==> src/rtl/bcd_to_bin_decoder.sv <==
// Sequential packed-BCD to binary decoder: one digit per clock, MSD first, valid/ready on both sides.
// Define BCD_SAT_EN to saturate bin_out to all-ones on overflow; by default it wraps modulo 2^BIN_W.
module bcd_to_bin_decoder #(
    parameter int NDIG  = 3,
    parameter int BIN_W = 8
) (
    input  logic               clk,
    input  logic               reset_n,
    input  logic               in_valid,
    output logic               in_ready,
    input  logic [4*NDIG-1:0]  bcd_in,
    output logic               out_valid,
    input  logic               out_ready,
    output logic [BIN_W-1:0]   bin_out,
    output logic               ovf,
    output logic               err,
    output logic [1:0]         state_o
);

    // Handshake: a transfer happens on a rising edge where valid and ready are both high;
    // in_ready is high only in IDLE, and out_valid/bin_out/ovf/err hold steady until out_ready.
    localparam int ACC_W = BIN_W + 4;
    localparam int CNT_W = (NDIG > 1) ? $clog2(NDIG) : 1;

    typedef enum logic [1:0] {
        IDLE = 2'd0,
        CONV = 2'd1,
        DONE = 2'd2
    } state_t;

    state_t              state_q;
    logic [4*NDIG-1:0]   shift_q;
    logic [BIN_W-1:0]    acc_q;
    logic [CNT_W-1:0]    cnt_q;
    logic                ovf_q;
    logic                err_q;
    logic                in_ready_q;
    logic                out_valid_q;
    logic [BIN_W-1:0]    bin_out_q;
    logic                ovf_out_q;
    logic                err_out_q;

    logic [3:0]          digit;
    logic [ACC_W-1:0]    acc_w;
    logic [BIN_W-1:0]    acc_d;
    logic                ovf_d;
    logic                err_d;
    logic [BIN_W-1:0]    result_d;

    always_comb begin
        digit = shift_q[4*NDIG-1 -: 4];
        acc_w = (ACC_W'(acc_q) << 3) + (ACC_W'(acc_q) << 1) + ACC_W'(digit);
        acc_d = acc_w[BIN_W-1:0];
        ovf_d = ovf_q | (acc_w[ACC_W-1:BIN_W] != 4'd0);
        err_d = err_q | (digit > 4'd9);
`ifdef BCD_SAT_EN
        result_d = ovf_q ? {BIN_W{1'b1}} : acc_q;
`else
        result_d = acc_q;
`endif
        // A bad digit makes the whole word meaningless, so the value is forced to zero.
        if (err_q) begin
            result_d = '0;
        end
    end

    always_ff @(posedge clk or negedge reset_n) begin
        if (!reset_n) begin
            state_q     <= IDLE;
            shift_q     <= '0;
            acc_q       <= '0;
            cnt_q       <= '0;
            ovf_q       <= 1'b0;
            err_q       <= 1'b0;
            in_ready_q  <= 1'b1;
            out_valid_q <= 1'b0;
            bin_out_q   <= '0;
            ovf_out_q   <= 1'b0;
            err_out_q   <= 1'b0;
        end else begin
            case (state_q)
                IDLE: begin
                    if (in_valid && in_ready_q) begin
                        shift_q    <= bcd_in;
                        acc_q      <= '0;
                        cnt_q      <= '0;
                        ovf_q      <= 1'b0;
                        err_q      <= 1'b0;
                        in_ready_q <= 1'b0;
                        state_q    <= CONV;
                    end
                end
                CONV: begin
                    shift_q <= shift_q << 4;
                    acc_q   <= acc_d;
                    ovf_q   <= ovf_d;
                    err_q   <= err_d;
                    cnt_q   <= cnt_q + CNT_W'(1);
                    if (cnt_q == CNT_W'(NDIG - 1)) begin
                        state_q <= DONE;
                    end
                end
                DONE: begin
                    // First DONE cycle formats the result; outputs then freeze until taken.
                    if (!out_valid_q) begin
                        out_valid_q <= 1'b1;
                        bin_out_q   <= result_d;
                        ovf_out_q   <= ovf_q & ~err_q;
                        err_out_q   <= err_q;
                    end else if (out_ready) begin
                        out_valid_q <= 1'b0;
                        in_ready_q  <= 1'b1;
                        state_q     <= IDLE;
                    end
                end
                default: begin
                    state_q     <= IDLE;
                    in_ready_q  <= 1'b1;
                    out_valid_q <= 1'b0;
                end
            endcase
        end
    end

    assign in_ready  = in_ready_q;
    assign out_valid = out_valid_q;
    assign bin_out   = bin_out_q;
    assign ovf       = ovf_out_q;
    assign err       = err_out_q;
    assign state_o   = state_q;

endmodule

==> config.mk <==
export PLATFORM = sky130hd
export DESIGN_NAME = bcd_to_bin_decoder
export DESIGN_NICKNAME = d
export VERILOG_FILES = /design/src/rtl/bcd_to_bin_decoder.sv
export SDC_FILE = /design/constraint.sdc
export NUM_CORES = 1
export LEC_CHECK = 0
export ABC_AREA = 1
export BUFFER_PORTS_ARGS = -buffer_cell sky130_fd_sc_hd__buf_4
export CORE_AREA = 2 2 73 75
export CTS_BUF_LIST = sky130_fd_sc_hd__clkbuf_16
export CTS_CLUSTER_DIAMETER = 150
export DETAILED_ROUTE_END_ITERATION = 6
export DIE_AREA = 0 0 75 77
export PLACE_DENSITY = 0.62
export SYNTH_ARGS = -nofsm -noshare
export SYNTH_HDL_FRONTEND = slang
export SYNTH_SLANG_ARGS = --single-unit
export TNS_END_PERCENT = 1
==> constraint.sdc <==
create_clock -name clk -period 6.6 [get_ports clk]
set_clock_uncertainty 0.1 [all_clocks]
set_input_delay 0.66 -clock clk [delete_from_list [all_inputs] [get_ports clk]]
set_output_delay 0.66 -clock clk [all_outputs]
set_load 0.01 [all_outputs]
Word level (Yosys, flattened, before mapping):

Cells that the tools add are included.

* output and inout bits: 14
* input bits: 16
* word-level logic and storage cells: 58
* flip-flop bits (word level): 38

* add/sub/neg operators: 3
* $lt $le $gt $ge: 1
* bitwise gates (word level): 6
* reductions and logical operators: 9
* muxes and demuxes: 21
* equality and inequality tests: 7

Operator list (number)
* $pmux 12 s2: 1
* $mux 8: 2
* $pmux 8 s2: 1
* $add 11x9->12: 1
* $add 12x4->12: 1
* $mux 12: 1
* $mux 2: 5
* $ne 2x2->1 const B: 4
* $reduce_and 4->1: 2
* $pmux 1 s2: 3
* $pmux 2 s3: 1
* $mux 1: 5
* $eq 2x2->1 const B: 2
* $gt 4x4->1 const B: 1
* $pmux 2 s2: 1
* $reduce_and 2->1: 2
* $reduce_bool 4->1: 1
* $not 1->1: 3
* $pmux 1 s3: 1
* $add 2x1->2 const B: 1
* $eq 2x1->1 const B: 1
* $logic_not 2->1: 1
* $or 1x1->1: 2
* $reduce_bool 2->1: 1
* 3 further kinds: 3

Longest topological paths before layout:

* depth in word-level cells: 5
* mapped depth: 15
* mapped depth without buffers: 15

Worst setup path before layout:

No wires, ideal clock.

* kind: reg2reg
* from: register acc_q[0]
* to: register ovf_q
* arrival time: 1.991 ns
* stages on the path, launching flop included: 14
* path slack: 4.393 ns
* setup time: 0.116 ns
* path buffers: 0
* cells stage by stage: dfrtp_1 -> inv_1 -> fa_1 -> fa_1 -> inv_1 -> nand2_1 -> nand2_1 -> nand3_1 -> nand3_1 -> nand2_1 -> nor2_1 -> nand2_1 -> nand2_1 -> nand2_1

* word-level cells in the longest chain between the ends: 5

RTL lines
* from (decl): line 33 `logic [BIN_W-1:0] acc_q;`
* from (signal assigned): line 71 `acc_q <= '0;`
* from (signal assigned): line 85 `acc_q <= '0;`
* from (signal assigned): line 95 `acc_q <= acc_d;`
* $add 11x9->12: line 52 `acc_w = (ACC_W'(acc_q) << 3) + (ACC_W'(acc_q) << 1) + ACC_W'(digit);`
* $add 12x4->12: line 52
* $reduce_bool 4->1: line 54 `ovf_d = ovf_q | (acc_w[ACC_W-1:BIN_W] != 4'd0);`
* $or 1x1->1: line 54
* $pmux 1 s2: line 81 `case (state_q)`
* to (signal assigned): line 96 `ovf_q <= ovf_d;`
* to (decl): line 35 `logic ovf_q;`

Every way passes these cells.
A chain may end at the register's enable or synchronous reset.

Worst setup path in the final report:

Same ends and word-level chain as after synthesis.

==> impl_metrics.env <==
export IMPL_status="finished, final reports clean"
export IMPL_die_area_um2=5780
export IMPL_ir_drop_mv=0.298
export IMPL_syn_inst=260
export IMPL_diodes=0
export IMPL_io_buffers=29
export IMPL_switchingPower_mw=0.601
export IMPL_period_needed_ns=2.39
export IMPL_syn_to_final_growth_pct=18.1
export IMPL_p_seq_share_pct=28.5
export IMPL_maxCapViolCount=0
export IMPL_vias=1717
export IMPL_grt_pass1_vias=1726
export IMPL_worst_pin_slew_ns=0.693
export IMPL_hp_class="primary input to asynchronous set/reset pin"
export IMPL_totalWireLength_um=4470
export IMPL_reg2reg_depth=13
export IMPL_fin_ws_ns=4.21
export IMPL_tns_ns=0
export IMPL_fp_row_count=26
export IMPL_clk_latency_ns=0.28
export IMPL_drive_above_1_share_pct=18.0
export IMPL_fin_area_um2=2580
export IMPL_hpwl_um=3140
export IMPL_first_iter_violations=134
export IMPL_cts_num_sinks=38
export IMPL_crit_path_end_kind="flop"
export IMPL_rrSetupSlack_ns=4.21
export IMPL_cts_root_buf="clkbuf_16"
export IMPL_grt_max_degree=39
export IMPL_final_cell_mix="nand2_1 (67), inv_1 (45), dfrtp_1 (37), buf_4 (29), o21ai_0 (26)"
export IMPL_post_dp_cell_area_um2=2420
export IMPL_grt_pass1_wl_um=7970
export IMPL_layout_nets=323
export IMPL_cts_htree_levels=2
export IMPL_post_place_ws_ns=4.23
export IMPL_hold_violations=0
export IMPL_post_route_period_util_pct=36.2
export IMPL_timing_rr_start="acc_q[0]"
export IMPL_finalSetupViolCount=0
export IMPL_final_max_slew_viol_count=0
export IMPL_synth_cell_types=24
export IMPL_critical_path_arrival_ns=2.45
export IMPL_rr_endpoint="ovf_q"
export IMPL_p_clk_share_pct=18.8
export IMPL_hold_buffers=0
export IMPL_final_common_cell="nand2_1"
export IMPL_power_density_nw_per_um2=546
export IMPL_via_per_inst=4.78
export IMPL_cts_buffers=5
export IMPL_track_usage_pct=17.9
export IMPL_worstSetupPathType="flop to flop"
export IMPL_fmax_mhz=419
export IMPL_place_congestion=0.864
export IMPL_p_int_mw=0.807
export IMPL_crit_fanout=4
export IMPL_io_pin_count=30
export IMPL_antenna_found_initial=0
export IMPL_cp_start_kind="flop"
export IMPL_switching_share_pct=42.7
export IMPL_dr_pass1_iters=4
export IMPL_critPathRequiredTime_ns=6.67
export IMPL_start_util_pct=43.9
export IMPL_startpoint="acc_q[0]"
export IMPL_gr_total_overflow=0
export IMPL_fin_util_pct=51.9
export IMPL_crit_end="ovf_q"
export IMPL_drtAntennaViolNets=0
export IMPL_clockBufferDepth=2
export IMPL_p_leak_nw=1.36
export IMPL_die_h_um=77
export IMPL_core_area_um2=4980
export IMPL_cts_reportedPaths_clkPinSlew_ns=0.06
export IMPL_p_comb_share_pct=52.7
export IMPL_tritoncts="done"
export IMPL_syn_nets=294
export IMPL_syn_area_um2=2190
export IMPL_fill_cells=506
export IMPL_synth_warnings=0
export IMPL_drc=0
export IMPL_relSlewSlack_pct=53.7
export IMPL_die_width_um=75
export IMPL_postCtsSetupBuffers=0
export IMPL_postCtsResizedCells=0
export IMPL_ff_latch_area_um2=952
export IMPL_syn_mean_instance_area_um2=8.41
export IMPL_drt_wirelength_per_cell_um=12.4
export IMPL_grt_setup_unrepaired="false"
export IMPL_ys_seq_area_share_pct=43.6
export IMPL_ys_ff_latch=38
export IMPL_multi_input_area_um2=996
## how the worst min path moves through the flow
stage | startpoint | endpoint | depth (start not counted)
after floorplan | reset_n | acc_q[0] | 0
after global placement | bin_out[4] | bin_out[4] | 2
after detailed placement | bin_out[4] | bin_out[4] | 2
after CTS | reset_n | bin_out[4] | 1
after global routing | reset_n | bin_out[3] | 1
final | reset_n | bin_out[4] | 1
## Yosys cell counts
master    count  share of area, %
inv_1        45               7.7
nor2_2        1              0.29
dfstp_2       1               1.2
nand2_1      67                12
a22o_1        1              0.40
or2_4         1              0.40
buf_6         3               1.5
ha_1         16               9.2
o22ai_2       5               2.9
nand2_2       3              0.86
nor2_1       13               2.2
o211ai_1      8               2.7
buf_12        1              0.92
or2_2         1              0.29
o21ai_0      26               6.0
o21ai_2       5               2.0
fa_1          2               1.8
clkbuf_1      2              0.34
a21oi_1       9               2.1
dfrtp_1      37                42
a31oi_1       1              0.29
nand3_1      10               2.3
buf_4         1              0.34
xor2_1        1              0.40
## worst max-delay path, stage by stage, from the launching register on
cell and delay, ns:
dfrtp_1 0.38, inv_1 0.12, fa_1 0.48, fa_1 0.43, inv_1 0.07, nand2_1 0.06
nand2_1 0.13, nand3_1 0.11, nand3_1 0.09, nand2_1 0.05, nor2_1 0.09, nand2_1 0.05
nand2_1 0.05, nand2_1 0.06
## logic make-up (layout without fill, tap and decap cells)
kind of cell	count (synthesis)	count (layout)	synth area share, %
compound gates	55	55	16.3
xor+xnor	1	1	0.401
fa+ha+maj	18	18	11.0
buf+inv	52	81	10.9
flops	38	38	43.6
simple gates	96	96	17.9
## per-stage QoR
step	instances	hold WS, ns	power, mW
detailed placement	352	0.374	1.14
floorplan	260	0.264	1.00
finish	359	0.250	1.41
global placement	352	0.366	1.13
global route	359	0.285	1.57
CTS	359	0.267	1.42
## cell type report
type,instances,area share [%]
flip-flops and latches,38,36.9
multi-input cells,170,38.6
clock buffers,5,4.85
inverters,45,6.54
repair buffers,29,8.43
clock inverters,2,1.31
well taps,70,3.39
## registers in the layout (all words and copies together), names as in the netlist, 2 cells and up
register and count:
cnt_q 2, state_o 2, shift_q 12, bin_out 8
acc_q 8
## metal layers
metal | global-route usage [%] | vias up | share of wire (%) | wire length (µm)
met1 | 25.4 | 780 | 48 | 2160
met3 | 5.39 | 8 | 4.9 | 217
met2 | 26.6 | 41 | 45 | 2020
met4 | 4.46 | 0 | 1.4 | 61
li1 | - | 888 | - | -
met5 | 0 | - | 0 | 0
## power groups by stage
stage / Clock [mW] / Combinational, mW / Sequential (mW)
floorplan: 0 / 0.590 / 0.410
global placement: 0 / 0.731 / 0.403
detailed placement: 0 / 0.737 / 0.406
CTS: 0.268 / 0.750 / 0.403
global route: 0.281 / 0.872 / 0.415
finish: 0.265 / 0.741 / 0.401
(Power assumes the default switching activity.)
